**config.mk**
```make
export PLATFORM = sky130hd
export DESIGN_NAME = shift_reg_sequencer_flat
export DESIGN_NICKNAME = d
export VERILOG_FILES = /design/src/rtl/shift_reg_sequencer_pkg.sv /design/src/rtl/shift_reg_sequencer_if.sv /design/src/rtl/rr_arbiter2.sv /design/src/rtl/shift_reg_sequencer.sv /design/src/flat_wrapper.sv
export SDC_FILE = /design/constraint.sdc
export NUM_CORES = 1
export LEC_CHECK = 0
export BUFFER_PORTS_ARGS = -buffer_cell sky130_fd_sc_hd__buf_2
export CAP_MARGIN = 20
export CORE_MARGIN = 2
export CORE_UTILIZATION = 35
export DETAILED_ROUTE_END_ITERATION = 6
export PLACE_DENSITY_LB_ADDON = 0.1
export SLEW_MARGIN = 20
export SYNTH_ARGS = -nofsm -noshare
export SYNTH_HDL_FRONTEND = slang
export SYNTH_SLANG_ARGS = --single-unit
```
**constraint.sdc**
```tcl
create_clock -name clk -period 1.4 [get_ports clk]
set_input_delay 0 -clock clk [delete_from_list [all_inputs] [get_ports clk]]
set_output_delay 0 -clock clk [all_outputs]
set_load 0.01 [all_outputs]
```
**src/rtl/shift_reg_sequencer_pkg.sv**
```systemverilog
// Shared shift-register control codes and sequencer state encodings.
// Build option ROTATE_LOOPBACK_EN (consumed by the top) loops S_OUT back to S_IN while shifting.
`ifndef SHIFT_REG_SEQUENCER_DEFINES
`define SHIFT_REG_SEQUENCER_DEFINES
`define ENABLE    1'b1
`define LOW       1'b0
`define HIGH      1'b1
`define SHIFT     2'b00
`define PARA_LOAD 2'b11
`endif

package shift_reg_sequencer_pkg;

    typedef enum logic [1:0] {
        SEQ_IDLE  = 2'd0,
        SEQ_LOAD  = 2'd1,
        SEQ_SHIFT = 2'd2,
        SEQ_DONE  = 2'd3
    } seq_state_t;

    function automatic logic [1:0] onehot2(input logic idx);
        return idx ? 2'b10 : 2'b01;
    endfunction

endpackage

```
**src/rtl/shift_reg_sequencer_if.sv**
```systemverilog
// Requester and shift-register signals of the sequencer; slave is the sequencer's view,
// master is the view of the requesters plus the shift register.
interface shift_reg_sequencer_if;
    logic [1:0] req;
    logic [1:0] req_dir;
    logic [3:0] req_d0;
    logic [3:0] req_d1;
    logic [1:0] gnt;
    logic [1:0] done;
    logic [3:0] rx_data;
    logic       busy;
    logic       enb;
    logic       dir;
    logic       s_in;
    logic [1:0] modo;
    logic [3:0] d;
    logic       s_out;

    modport slave (
        input  req, req_dir, req_d0, req_d1, s_out,
        output gnt, done, rx_data, busy, enb, dir, s_in, modo, d
    );

    modport master (
        output req, req_dir, req_d0, req_d1, s_out,
        input  gnt, done, rx_data, busy, enb, dir, s_in, modo, d
    );
endinterface

```
**src/rtl/rr_arbiter2.sv**
```systemverilog
// Two-way round-robin arbiter: combinational winner, pointer moves on the grant pulse.
// Latency: winner same cycle; no backpressure, the caller decides when to grant.
module rr_arbiter2 (
    input  logic       clk,
    input  logic       rst,
    input  logic [1:0] req,
    input  logic [1:0] gnt,
    output logic       win
);
    // Index of the last granted requester; resets to 1 so requester 0 wins the first tie.
    logic last;

    always_ff @(posedge clk or posedge rst) begin
        if (rst) begin
            last <= 1'b1;
        end else if (gnt != 2'b00) begin
            last <= gnt[1];
        end
    end

    always_comb begin
        win = 1'b0;
        case (req)
            2'b10:   win = 1'b1;
            2'b11:   win = ~last;
            default: win = 1'b0;
        endcase
    end
endmodule

```
**src/rtl/shift_reg_sequencer.sv**
```systemverilog
// Shares a 4-bit universal shift register between two requesters (round-robin, load, shift, capture).
// Latency: GNT 1 cycle after REQ, DONE SHIFT_CYCLES+2 after; requests during BUSY wait. ROTATE_LOOPBACK_EN enables rotation.
module shift_reg_sequencer
    import shift_reg_sequencer_pkg::*;
#(
    parameter int unsigned SHIFT_CYCLES = 4   // legal range 1..4
) (
    input  logic                 clk,
    input  logic                 reset,
    shift_reg_sequencer_if.slave bus
);
    localparam logic [2:0] CNT_INIT = 3'(SHIFT_CYCLES - 1);

    seq_state_t state, state_nxt;
    logic [2:0] cnt, cnt_nxt;
    logic       who, who_nxt;
    logic       win;
    logic [1:0] gnt, gnt_nxt;
    logic [1:0] done, done_nxt;
    logic [1:0] modo, modo_nxt;
    logic [3:0] rx, rx_nxt;
    logic [3:0] d, d_nxt;
    logic       busy, busy_nxt;
    logic       enb, enb_nxt;
    logic       dir, dir_nxt;

    rr_arbiter2 u_arb (
        .clk (clk),
        .rst (reset),
        .req (bus.req),
        .gnt (gnt),
        .win (win)
    );

    always_ff @(posedge clk or posedge reset) begin
        if (reset) begin
            state <= SEQ_IDLE;
            cnt   <= '0;
            who   <= 1'b0;
            gnt   <= 2'b00;
            done  <= 2'b00;
            modo  <= `SHIFT;
            rx    <= '0;
            d     <= '0;
            busy  <= 1'b0;
            enb   <= !`ENABLE;
            dir   <= 1'b0;
        end else begin
            state <= state_nxt;
            cnt   <= cnt_nxt;
            who   <= who_nxt;
            gnt   <= gnt_nxt;
            done  <= done_nxt;
            modo  <= modo_nxt;
            rx    <= rx_nxt;
            d     <= d_nxt;
            busy  <= busy_nxt;
            enb   <= enb_nxt;
            dir   <= dir_nxt;
        end
    end

    always_comb begin
        state_nxt = state;
        cnt_nxt   = cnt;
        who_nxt   = who;
        gnt_nxt   = 2'b00;
        done_nxt  = 2'b00;
        modo_nxt  = modo;
        rx_nxt    = rx;
        d_nxt     = d;
        busy_nxt  = busy;
        enb_nxt   = enb;
        dir_nxt   = dir;
        case (state)
            SEQ_IDLE: begin
                if (bus.req != 2'b00) begin
                    state_nxt = SEQ_LOAD;
                    who_nxt   = win;
                    gnt_nxt   = onehot2(win);
                    busy_nxt  = 1'b1;
                    enb_nxt   = `ENABLE;
                    modo_nxt  = `PARA_LOAD;
                    d_nxt     = win ? bus.req_d1 : bus.req_d0;
                    dir_nxt   = bus.req_dir[win];
                    rx_nxt    = '0;
                end
            end
            SEQ_LOAD: begin
                state_nxt = SEQ_SHIFT;
                modo_nxt  = `SHIFT;
                cnt_nxt   = CNT_INIT;
            end
            SEQ_SHIFT: begin
                // S_OUT is the bit leaving on this very edge.
                rx_nxt = {rx[2:0], bus.s_out};
                if (cnt == 3'd0) begin
                    state_nxt = SEQ_DONE;
                    enb_nxt   = !`ENABLE;
                    done_nxt  = onehot2(who);
                end else begin
                    cnt_nxt = cnt - 3'd1;
                end
            end
            SEQ_DONE: begin
                state_nxt = SEQ_IDLE;
                busy_nxt  = 1'b0;
            end
        endcase
    end

    assign bus.gnt     = gnt;
    assign bus.done    = done;
    assign bus.rx_data = rx;
    assign bus.busy    = busy;
    assign bus.enb     = enb;
    assign bus.dir     = dir;
    assign bus.modo    = modo;
    assign bus.d       = d;

`ifdef ROTATE_LOOPBACK_EN
    assign bus.s_in = (state == SEQ_SHIFT) ? bus.s_out : `LOW;
`else
    assign bus.s_in = `LOW;
`endif
endmodule

```
**src/flat_wrapper.sv**
```systemverilog
// flat-port wrapper written by rule: the top's interface ports become plain ports
module shift_reg_sequencer_flat import shift_reg_sequencer_pkg::*;
#(
    parameter int unsigned SHIFT_CYCLES = 4                      
)
  (clk, reset, bus_req, bus_req_dir, bus_req_d0, bus_req_d1, bus_s_out, bus_gnt, bus_done, bus_rx_data, bus_busy, bus_enb, bus_dir, bus_s_in, bus_modo, bus_d);
  shift_reg_sequencer_if bus_i ();
  input  logic clk;
  input  logic reset;
  input wire logic [$bits(bus_i.req)-1:0] bus_req;
  input wire logic [$bits(bus_i.req_dir)-1:0] bus_req_dir;
  input wire logic [$bits(bus_i.req_d0)-1:0] bus_req_d0;
  input wire logic [$bits(bus_i.req_d1)-1:0] bus_req_d1;
  input wire logic [$bits(bus_i.s_out)-1:0] bus_s_out;
  output wire logic [$bits(bus_i.gnt)-1:0] bus_gnt;
  output wire logic [$bits(bus_i.done)-1:0] bus_done;
  output wire logic [$bits(bus_i.rx_data)-1:0] bus_rx_data;
  output wire logic [$bits(bus_i.busy)-1:0] bus_busy;
  output wire logic [$bits(bus_i.enb)-1:0] bus_enb;
  output wire logic [$bits(bus_i.dir)-1:0] bus_dir;
  output wire logic [$bits(bus_i.s_in)-1:0] bus_s_in;
  output wire logic [$bits(bus_i.modo)-1:0] bus_modo;
  output wire logic [$bits(bus_i.d)-1:0] bus_d;
  assign bus_i.req = bus_req;
  assign bus_i.req_dir = bus_req_dir;
  assign bus_i.req_d0 = bus_req_d0;
  assign bus_i.req_d1 = bus_req_d1;
  assign bus_i.s_out = bus_s_out;
  assign bus_gnt = bus_i.gnt;
  assign bus_done = bus_i.done;
  assign bus_rx_data = bus_i.rx_data;
  assign bus_busy = bus_i.busy;
  assign bus_enb = bus_i.enb;
  assign bus_dir = bus_i.dir;
  assign bus_s_in = bus_i.s_in;
  assign bus_modo = bus_i.modo;
  assign bus_d = bus_i.d;
  shift_reg_sequencer #(.SHIFT_CYCLES(SHIFT_CYCLES)) u_core (.clk(clk), .reset(reset), .bus(bus_i));
endmodule
```
==> results of run 1 <==
cell families (layout without fill, tap and decap cells):
kind of cell	Yosys count	in the layout	synth area share, %
simple gates	17	17	7.785
compound gates	24	24	17.49
fa+ha+maj	6	6	7.185
mux	7	7	6.827
other cells	1	1	0.3589
buf+inv	12	75	5.149
flops	23	23	55.21
registers in the layout, summed over array words and instances (netlist names):
name,cells
u_core.bus.busy,1
u_core.bus.d,4
u_core.bus.dir,1
u_core.bus.done,2
u_core.bus.enb,1
u_core.bus.gnt,2
u_core.bus.modo,1
u_core.bus.rx_data,4
u_core.cnt,3
u_core.state,2
u_core.u_arb.last,1
u_core.who,1
metrics by stage:
| step | std cells | setup slack [ps] |
|---|---|---|
| finish | 184 | -85.08 |
| global route | 184 | -138.3 |
| CTS | 184 | -91.18 |
| detailed placement | 163 | -138.5 |
| global placement | 163 | -82.52 |
| floorplan | 90 | -84.42 |
worst min-delay path, stage by stage:
cell and delay (ps):
buf_2 150, a21boi_4 110, nor2_1 130
metal layers:
layer / GRT usage [%] / vias up / part of all wire, %
met4: 3.896 / 0 / 0.78
li1: - / 435 / -
met1: 19.39 / 424 / 43
met5: 0 / - / 0
met2: 27.61 / 20 / 52
met3: 4.835 / 2 / 4.4
worst paths after layout:
kind	startpoint	end	depth (start not counted)	slack, ps
max	u_core.cnt[0]	u_core.state[1]	6	-90
max in group asynchronous	reset	u_core.u_arb.last	4	790
min in group asynchronous	reset	u_core.bus.d[0]	3	120
min reg2reg	u_core.who	u_core.bus.done[0]	1	450
min	bus_req[0]	u_core.bus.gnt[0]	3	110
max reg2reg	u_core.cnt[0]	u_core.state[1]	6	-90
timing repair:
| action | CTS | global route |
|---|---|---|
| resized for setup | 9 | 11 |
| endpoints found under the setup margin | 11 | 13 |
| hold buffers | 12 | 0 |
| pin swaps | 3 | 7 |
| buffers inserted | 5 | 0 |
| hold endpoints to repair | 28 | 0 |
layout by cell type, fill, tap and decap left out, types with 2 or more instances in the layout:
cell	count
nand2_2	3
a22o_1	5
ha_1	2
mux2i_1	6
inv_1	5
nor2_1	7
a21oi_1	5
o2bb2ai_2	3
inv_2	4
buf_2	31
a21o_1	2
nor2_2	2
ha_4	3
buf_6	2
dlygate4sd3_1	12
clkbuf_4	3
buf_4	17
dfrtp_1	22
a21oi_2	2
power breakdown:
part / leakage [uW] / internal (uW) / switching (uW)
Combinational: 0.000521 / 1050 / 898
Sequential: 0.000277 / 955 / 180
Clock: 0.0000150 / 111 / 202
Total: 0.000813 / 2120 / 1280
area by class of cell:
| type | instances | area (um^2) | share of cell area (%) |
|---|---|---|---|
| clock buffers | 4 | 26.28 | 1.619 |
| inverters | 9 | 33.78 | 2.082 |
| multi-input cells | 55 | 521.8 | 32.15 |
| flip-flops and latches | 23 | 576.8 | 35.54 |
| well taps | 31 | 38.79 | 2.390 |
| repair buffers | 62 | 425.4 | 26.21 |
==> impl_metrics.tcl, run 1 <==
set metrics [dict create \
    status "finished, violations left" \
    violations "DRC, setup timing" \
    cp_cell_sequence "inv_2 > ha_4 > ha_4 > and2b_2 > a21oi_2 > mux2_4" \
    syn-instance-count 90 \
    rows 19 \
    path_max_fanout 2 \
    grt_overflow_total 0 \
    path_delay_family "flip-flops" \
    cp_slowest_cell "dfrtp_1" \
    numPortBuffers 31 \
    cap_violations 0 \
    dpl_cell_area_mm2 0.001360 \
    start_kind "register" \
    syn-num-nets 111 \
    drc 3 \
    cts_root_buf "clkbuf_4" \
    required_ps 1620 \
    cp_slowest_stage_delay_ps 400 \
    antenna_found_initial 0 \
    viasPerCell 4.788 \
    grtUsageTotal_pct 15.93 \
    timing.final.crit_period_ps 1485 \
    crit_path_end_kind "register" \
    start_util_pct 37.24 \
    drt_iter0_drc 25 \
    drt-pass1-iter-count 5 \
    peakVddDrop_uv 825.8 \
    crit_type "register to register" \
    area_growth_pct 55.33 \
    synth_largest_area_cell "dfrtp_1" \
    cts_tree "done" \
    cts_buffer_depth 2 \
    clk_pin_slew_worst_paths_ps 130 \
    nets 175 \
    setup_viol 8 \
    yosysTopAreaCellShare_pct 52.69 \
    ys_seq_elements 23 \
    antenna_left 0 \
    drive_gt1_share_pct 52.94 \
    synth.most_common_cell "dfrtp_1" \
    dieHeight_um 58.64 \
    grt_max_degree 13 \
    rsz0062_at_grt "true" \
    die-width_um 58.64 \
    grt_pass1_vias 896 \
    synth_cell_type_count 25 \
    cts_buffers 3 \
    power_uw 3395 \
    grt_pass1_wl_um 4098 \
    htree_levels 1 \
    hold_violations 0 \
    gp_congestion 0.8185 \
    n_antenna_cell 0 \
    totalWireLength_um 2430 \
    min_path_type "input port to register" \
    yosys_warnings 0 \
    hpwlAfterDp_um 1677 \
    io_pins 33 \
    worst_slack_ps -85.08 \
    yosys-top-cells-area "dfrtp_1 (53%), ha_1 (7.2%), mux2i_1 (5.7%)" \
    vias 881 \
    synth-seq-area-share_pct 55.21 \
    crit_top_cell "ha_4" \
    synth_edf_count 0 \
    die-area_mm2 0.003438 \
    whs_ps 112.8 \
    synth_commonest_cells "dfrtp_1 (22), inv_1 (9), nor2_1 (9)" \
    clock_sinks 23 \
    p_per_area_mw_per_mm2 2092 \
    ys.flop_type "dfrtp_1" \
    fin_crit_sh_pct 106.1 \
    fin_worst_skew_ps 12.55 \
    coreArea_mm2 0.002805 \
    worstPathArrival_ps 1710 \
    detail_route.wl_per_cell_um 13.21 \
    finalMaxSlewViolations 0 \
    syn_area_mm2 0.001045 \
    syn_area_per_cell_um2 11.61 \
    path_buf_inv 1 \
    clkLatencyLatePin_ps 320 \
    postLayoutCoreUtil_pct 57.85 \
    fmax_mhz 673.4 \
    async_reset_ff_share_pct 100.0 \
    stdcell_area_mm2 0.001623 \
    finalSetupTns_ps -293.5 \
    fillers 249 \
    leakage_uw 0.0008134 \
]
Power figures use the tool's default switching activity.
==> run 2, diff against run 1 <==
clock period = 1.8 ns   (was 1.4 ns; I/O delays follow)
==> impl_metrics.tcl, run 2 (synthesized netlist as in run 1, its figures left out) <==
set metrics [dict create \
    power_frac_clock_pct 11.5 \
    coreArea_mm2 0.002805 \
    p_int_uw 1297 \
    worst-path-stages 6 \
    worst_slack_ps 103.7 \
    power_uw 2098 \
    totalWireLength_um 2110 \
    cts_tree "done" \
    rsz0062_at_grt "false" \
    path_buf_inv 1 \
    dpl.cell_count 151 \
    final_cell_mix "buf_2 (31), dfrtp_1 (22), dlygate4sd3_1 (12)" \
    antenna_found_initial 0 \
    nets 158 \
    viasPerCell 4.796 \
    rows 19 \
    numPortBuffers 31 \
    finalSetupTns_ps 0 \
    clkLatencyLatePin_ps 310 \
    min_path_cells 3 \
    cp_cell_sequence "inv_1 > ha_1 > ha_1 > and2b_1 > a21oi_1 > mux2_2" \
    p_comb_share_pct 46.9 \
    die-area_mm2 0.003438 \
    r2r.worst_path.cells 6 \
    start_util_pct 37.24 \
    grtUsageTotal_pct 13.53 \
    setup_viol 0 \
    violations "DRC" \
    dieHeight_um 58.64 \
    vias 801 \
    switching_power_uw 801.1 \
    p_per_area_mw_per_mm2 1520 \
    gp_congestion 0.6951 \
    p_seq_share_pct 41.5 \
    peakVddDrop_uv 679.3 \
    grt_max_degree 24 \
    cts_buffers 3 \
    timing.final.crit_period_ps 1696 \
    grt_overflow_total 0 \
    crit_top_cell "ha_1" \
    clock_sinks 23 \
    grt_pass1_wl_um 3539 \
    crit_type "register to register" \
    area_growth_pct 32.10 \
    hold_violations 0 \
    grt_pass1_vias 813 \
    crit_path_end_kind "register" \
    final_common_cell "buf_2" \
    p_sw_share_pct 38.18 \
    cp_slowest_stage_delay_ps 380 \
    antenna_left 0 \
    hpwlAfterDp_um 1522 \
    fmax_mhz 589.5 \
    start_kind "register" \
    cp_slowest_cell "dfrtp_1" \
    dp_slack_ps 104.9 \
    instances_no_fill 167 \
    cap_violations 0 \
    drc 1 \
    leakage_uw 0.0007199 \
    htree_levels 1 \
    fin_worst_skew_ps 2.313 \
    cts_root_buf "clkbuf_4" \
    finalMaxSlewViolations 0 \
    cts_resized 0 \
    die-width_um 58.64 \
    whs_ps 88.40 \
    cts_buffer_depth 2 \
    drt_iter0_drc 22 \
    drive_gt1_share_pct 31.62 \
    min_path_type "input port to register" \
    required_ps 2010 \
    path_delay_family "flip-flops" \
    worstPathArrival_ps 1910 \
    drt-pass1-iter-count 6 \
    fin_crit_sh_pct 94.24 \
    worst_pin_slew_ps 517.4 \
    io_pins 33 \
    fillers 261 \
    n_antenna_cell 0 \
    clk_pin_slew_worst_paths_ps 130 \
    status "finished, violations left" \
    maxSlewHeadroom_pct 65.14 \
    detail_route.wl_per_cell_um 12.63 \
    path_max_fanout 5 \
]
-- run 2: tightest hold or removal path: cells and delay by family --
kind	cells	cell delay [ps]
AO/OA/AOI/OAI	1	110
buffers and inverters	1	150
AND/OR/NAND/NOR	1	110
-- run 2: layout make-up --
| type | count | area (um^2) | share of cell area [%] |
|---|---|---|---|
| Clock buffer | 4 | 26.28 | 1.904 |
| Inverter | 9 | 33.78 | 2.448 |
| Multi-Input combinational cell | 55 | 414.1 | 30.01 |
| Sequential cell | 23 | 576.8 | 41.80 |
| Tap cell | 31 | 38.79 | 2.811 |
| Timing Repair Buffer | 45 | 290.3 | 21.03 |
-- run 2: final timing paths --
path                                from                    end  slack, ps
setup / recovery           u_core.cnt[0]        u_core.state[1]        100
hold / removal                bus_req[0]      u_core.bus.gnt[0]         90
setup reg to reg           u_core.cnt[0]        u_core.state[1]        100
hold reg to reg               u_core.who     u_core.bus.done[0]        460
max in group asynchronous          reset      u_core.u_arb.last       1270
min in group asynchronous          reset  u_core.bus.rx_data[1]        250
-- run 2: routing by layer --
layer | up-vias | track usage, % | part of all wire, %
met2 | 19 | 21.83 | 47
met3 | 2 | 2.637 | 4.4
met5 | - | 0 | 0
met1 | 379 | 18.62 | 48
li1 | 401 | - | -
met4 | 0 | 3.896 | 0.76
-- run 2: metrics by stage --
stage          utilization [%]  cell area (um^2)
2_1_floorplan                -              1045
3_3_place_gp             43.98              1234
3_5_place_dp             43.98              1234
4_1_cts                  49.20              1380
5_1_grt                  49.20              1380
6_report                 49.20              1380
-- run 2: timing repair --
| action | in CTS | in global routing |
|---|---|---|
| hold buffers | 12 | 0 |
| endpoints found under the hold margin | 29 | 0 |
| buffers inserted | 0 | 0 |
-- run 2: power by group through the flow --
stage / combinational (uW) / clock, uW / sequential (uW)
after floorplan: 607 / 0 / 937
after detailed placement: 969 / 0 / 885
final: 985 / 242 / 871
after global routing: 1110 / 283 / 901
after CTS: 1010 / 251 / 872
after global placement: 947 / 0 / 876
==> run 3, diff against run 2 <==
==> constraint.sdc (replaced) <==
create_clock -name clk -period 1.8 [get_ports clk]
set_input_delay 0.36 -clock clk [delete_from_list [all_inputs] [get_ports clk]]
set_output_delay 0.36 -clock clk [all_outputs]
set_load 0.01 [all_outputs]
==> impl_metrics.tcl, run 3 (synthesized netlist as in run 1, its figures left out) <==
set metrics [dict create \
    status "finished, violations left" \
    violations "DRC" \
    die-width_um 58.64 \
    leakage_uw 0.0006698 \
    rsz0062_at_grt "false" \
    detail_route.wl_per_cell_um 12.34 \
    antenna_found_initial 0 \
    dieHeight_um 58.64 \
    postLayoutCoreUtil_pct 44.92 \
    cts_resized 0 \
    maxSlewHeadroom_pct 65.02 \
    fin_worst_skew_ps 1.565 \
    r2r.worst_path.cells 6 \
    p_per_area_mw_per_mm2 1632 \
    die-area_mm2 0.003438 \
    multi_input_area_um2 414.1 \
    r2r_slack_ps 140 \
    cts_root_buf "clkbuf_4" \
    r2r_end "u_core.state[1]" \
    clock_sinks 23 \
    fillers 280 \
    worstPathArrival_ps 1870 \
    finalMaxSlewViolations 0 \
    drt-pass1-iter-count 6 \
    grt_max_degree 14 \
    drc 1 \
    critPathLaunch "u_core.cnt[0]" \
    numPortBuffers 31 \
    postCtsSetupRepairBufs 0 \
    reg2reg_from "u_core.cnt[0]" \
    cts_buffers 3 \
    nets 146 \
    cp-endpoint "u_core.state[1]" \
    min_path_type "input port to async pin" \
    hold_violations 0 \
    grt_pass1_vias 693 \
    fmax_mhz 603.1 \
    area_growth_pct 20.60 \
    final_cell_mix "buf_2 (31), dfrtp_1 (22), nor2_1 (9), inv_1 (9), a21oi_1 (8)" \
    whs_ps 35.36 \
    io_pins 33 \
    vias 741 \
    gp_congestion 0.6775 \
    coreArea_mm2 0.002805 \
    cts_buffer_depth 2 \
    crit_type "register to register" \
    cap_violations 0 \
    totalWireLength_um 1912 \
    htree_levels 1 \
    seq_area_um2 576.8 \
    start_util_pct 37.24 \
    required_ps 2010 \
    crit_path_end_kind "register" \
    setup_viol 0 \
    timing.final.crit_period_ps 1658 \
    cts_hold_buf 0 \
    worst_pin_slew_ps 519.2 \
    peakVddDrop_uv 696.3 \
    n_antenna_cell 0 \
    finalSetupTns_ps 0 \
    cts_tree "done" \
    start_kind "register" \
    final_common_cell "buf_2" \
    grt_overflow_total 0 \
    grtUsageTotal_pct 12.11 \
    path_max_fanout 5 \
    drive_gt1_share_pct 34.68 \
    rows 19 \
    grt_pass1_wl_um 3118 \
    clk_pin_slew_worst_paths_ps 120 \
    antenna_left 0 \
    fin_crit_sh_pct 92.12 \
    clkLatencyLatePin_ps 310 \
    drt_iter0_drc 18 \
    viasPerCell 4.781 \
]
-- run 3: cell count changes in the layout (fill, tap and decap cells not counted), sizes merged --
cell / delta
dlygate4sd3: -12
-- run 3: layout make-up --
cell class,instances,share of cell area (%)
Inverter,9,2.681
Tap cell,31,3.078
Sequential cell,23,45.78
Multi-Input combinational cell,55,32.87
Clock buffer,4,2.085
Timing Repair Buffer,33,13.51
-- run 3: where the power goes --
part	internal (uW)	switching (uW)	leakage, uW	total [uW]
Sequential	742	124	0.000277	866
Clock	86.5	151	0.0000150	237
Combinational	440	513	0.000378	953
-- run 3: worst max-delay path: stages, from the launching register on --
cell,delay [ps]
dfrtp_1,380
inv_1,90
ha_1,150
ha_1,180
and2b_1,240
a21oi_1,180
mux2_2,350
-- run 3: stage by stage --
stage          instance area, um^2  power [uW]  cells  setup WS [ps]
2_1_floorplan                 1045        1544     90          230.9
3_3_place_gp                  1234        1826    151          166.5
3_5_place_dp                  1234        1851    151          148.4
4_1_cts                       1260        2090    155          125.9
5_1_grt                       1260        2238    155          28.75
6_report                      1260        2056    155          141.8
-- run 3: layer usage --
layer	wire length, um	share of wire [%]	GRT usage (%)	vias to the layer above
met5	0	0	0	-
met4	16	0.84	3.896	0
met3	106	5.5	2.637	2
met2	866	45	18.14	21
met1	922	48	17.54	342
li1	-	-	-	376
-- run 3: how the worst min path moves through the flow --
stage,startpoint,end,slack (ps),cells past startpoint
2_1_floorplan,reset,u_core.bus.busy,360,1
3_3_place_gp,reset,u_core.bus.rx_data[3],400,2
3_5_place_dp,reset,u_core.bus.rx_data[3],390,2
4_1_cts,reset,u_core.bus.rx_data[3],50,2
5_1_grt,reset,u_core.bus.gnt[0],60,2
6_report,reset,u_core.bus.rx_data[3],40,2
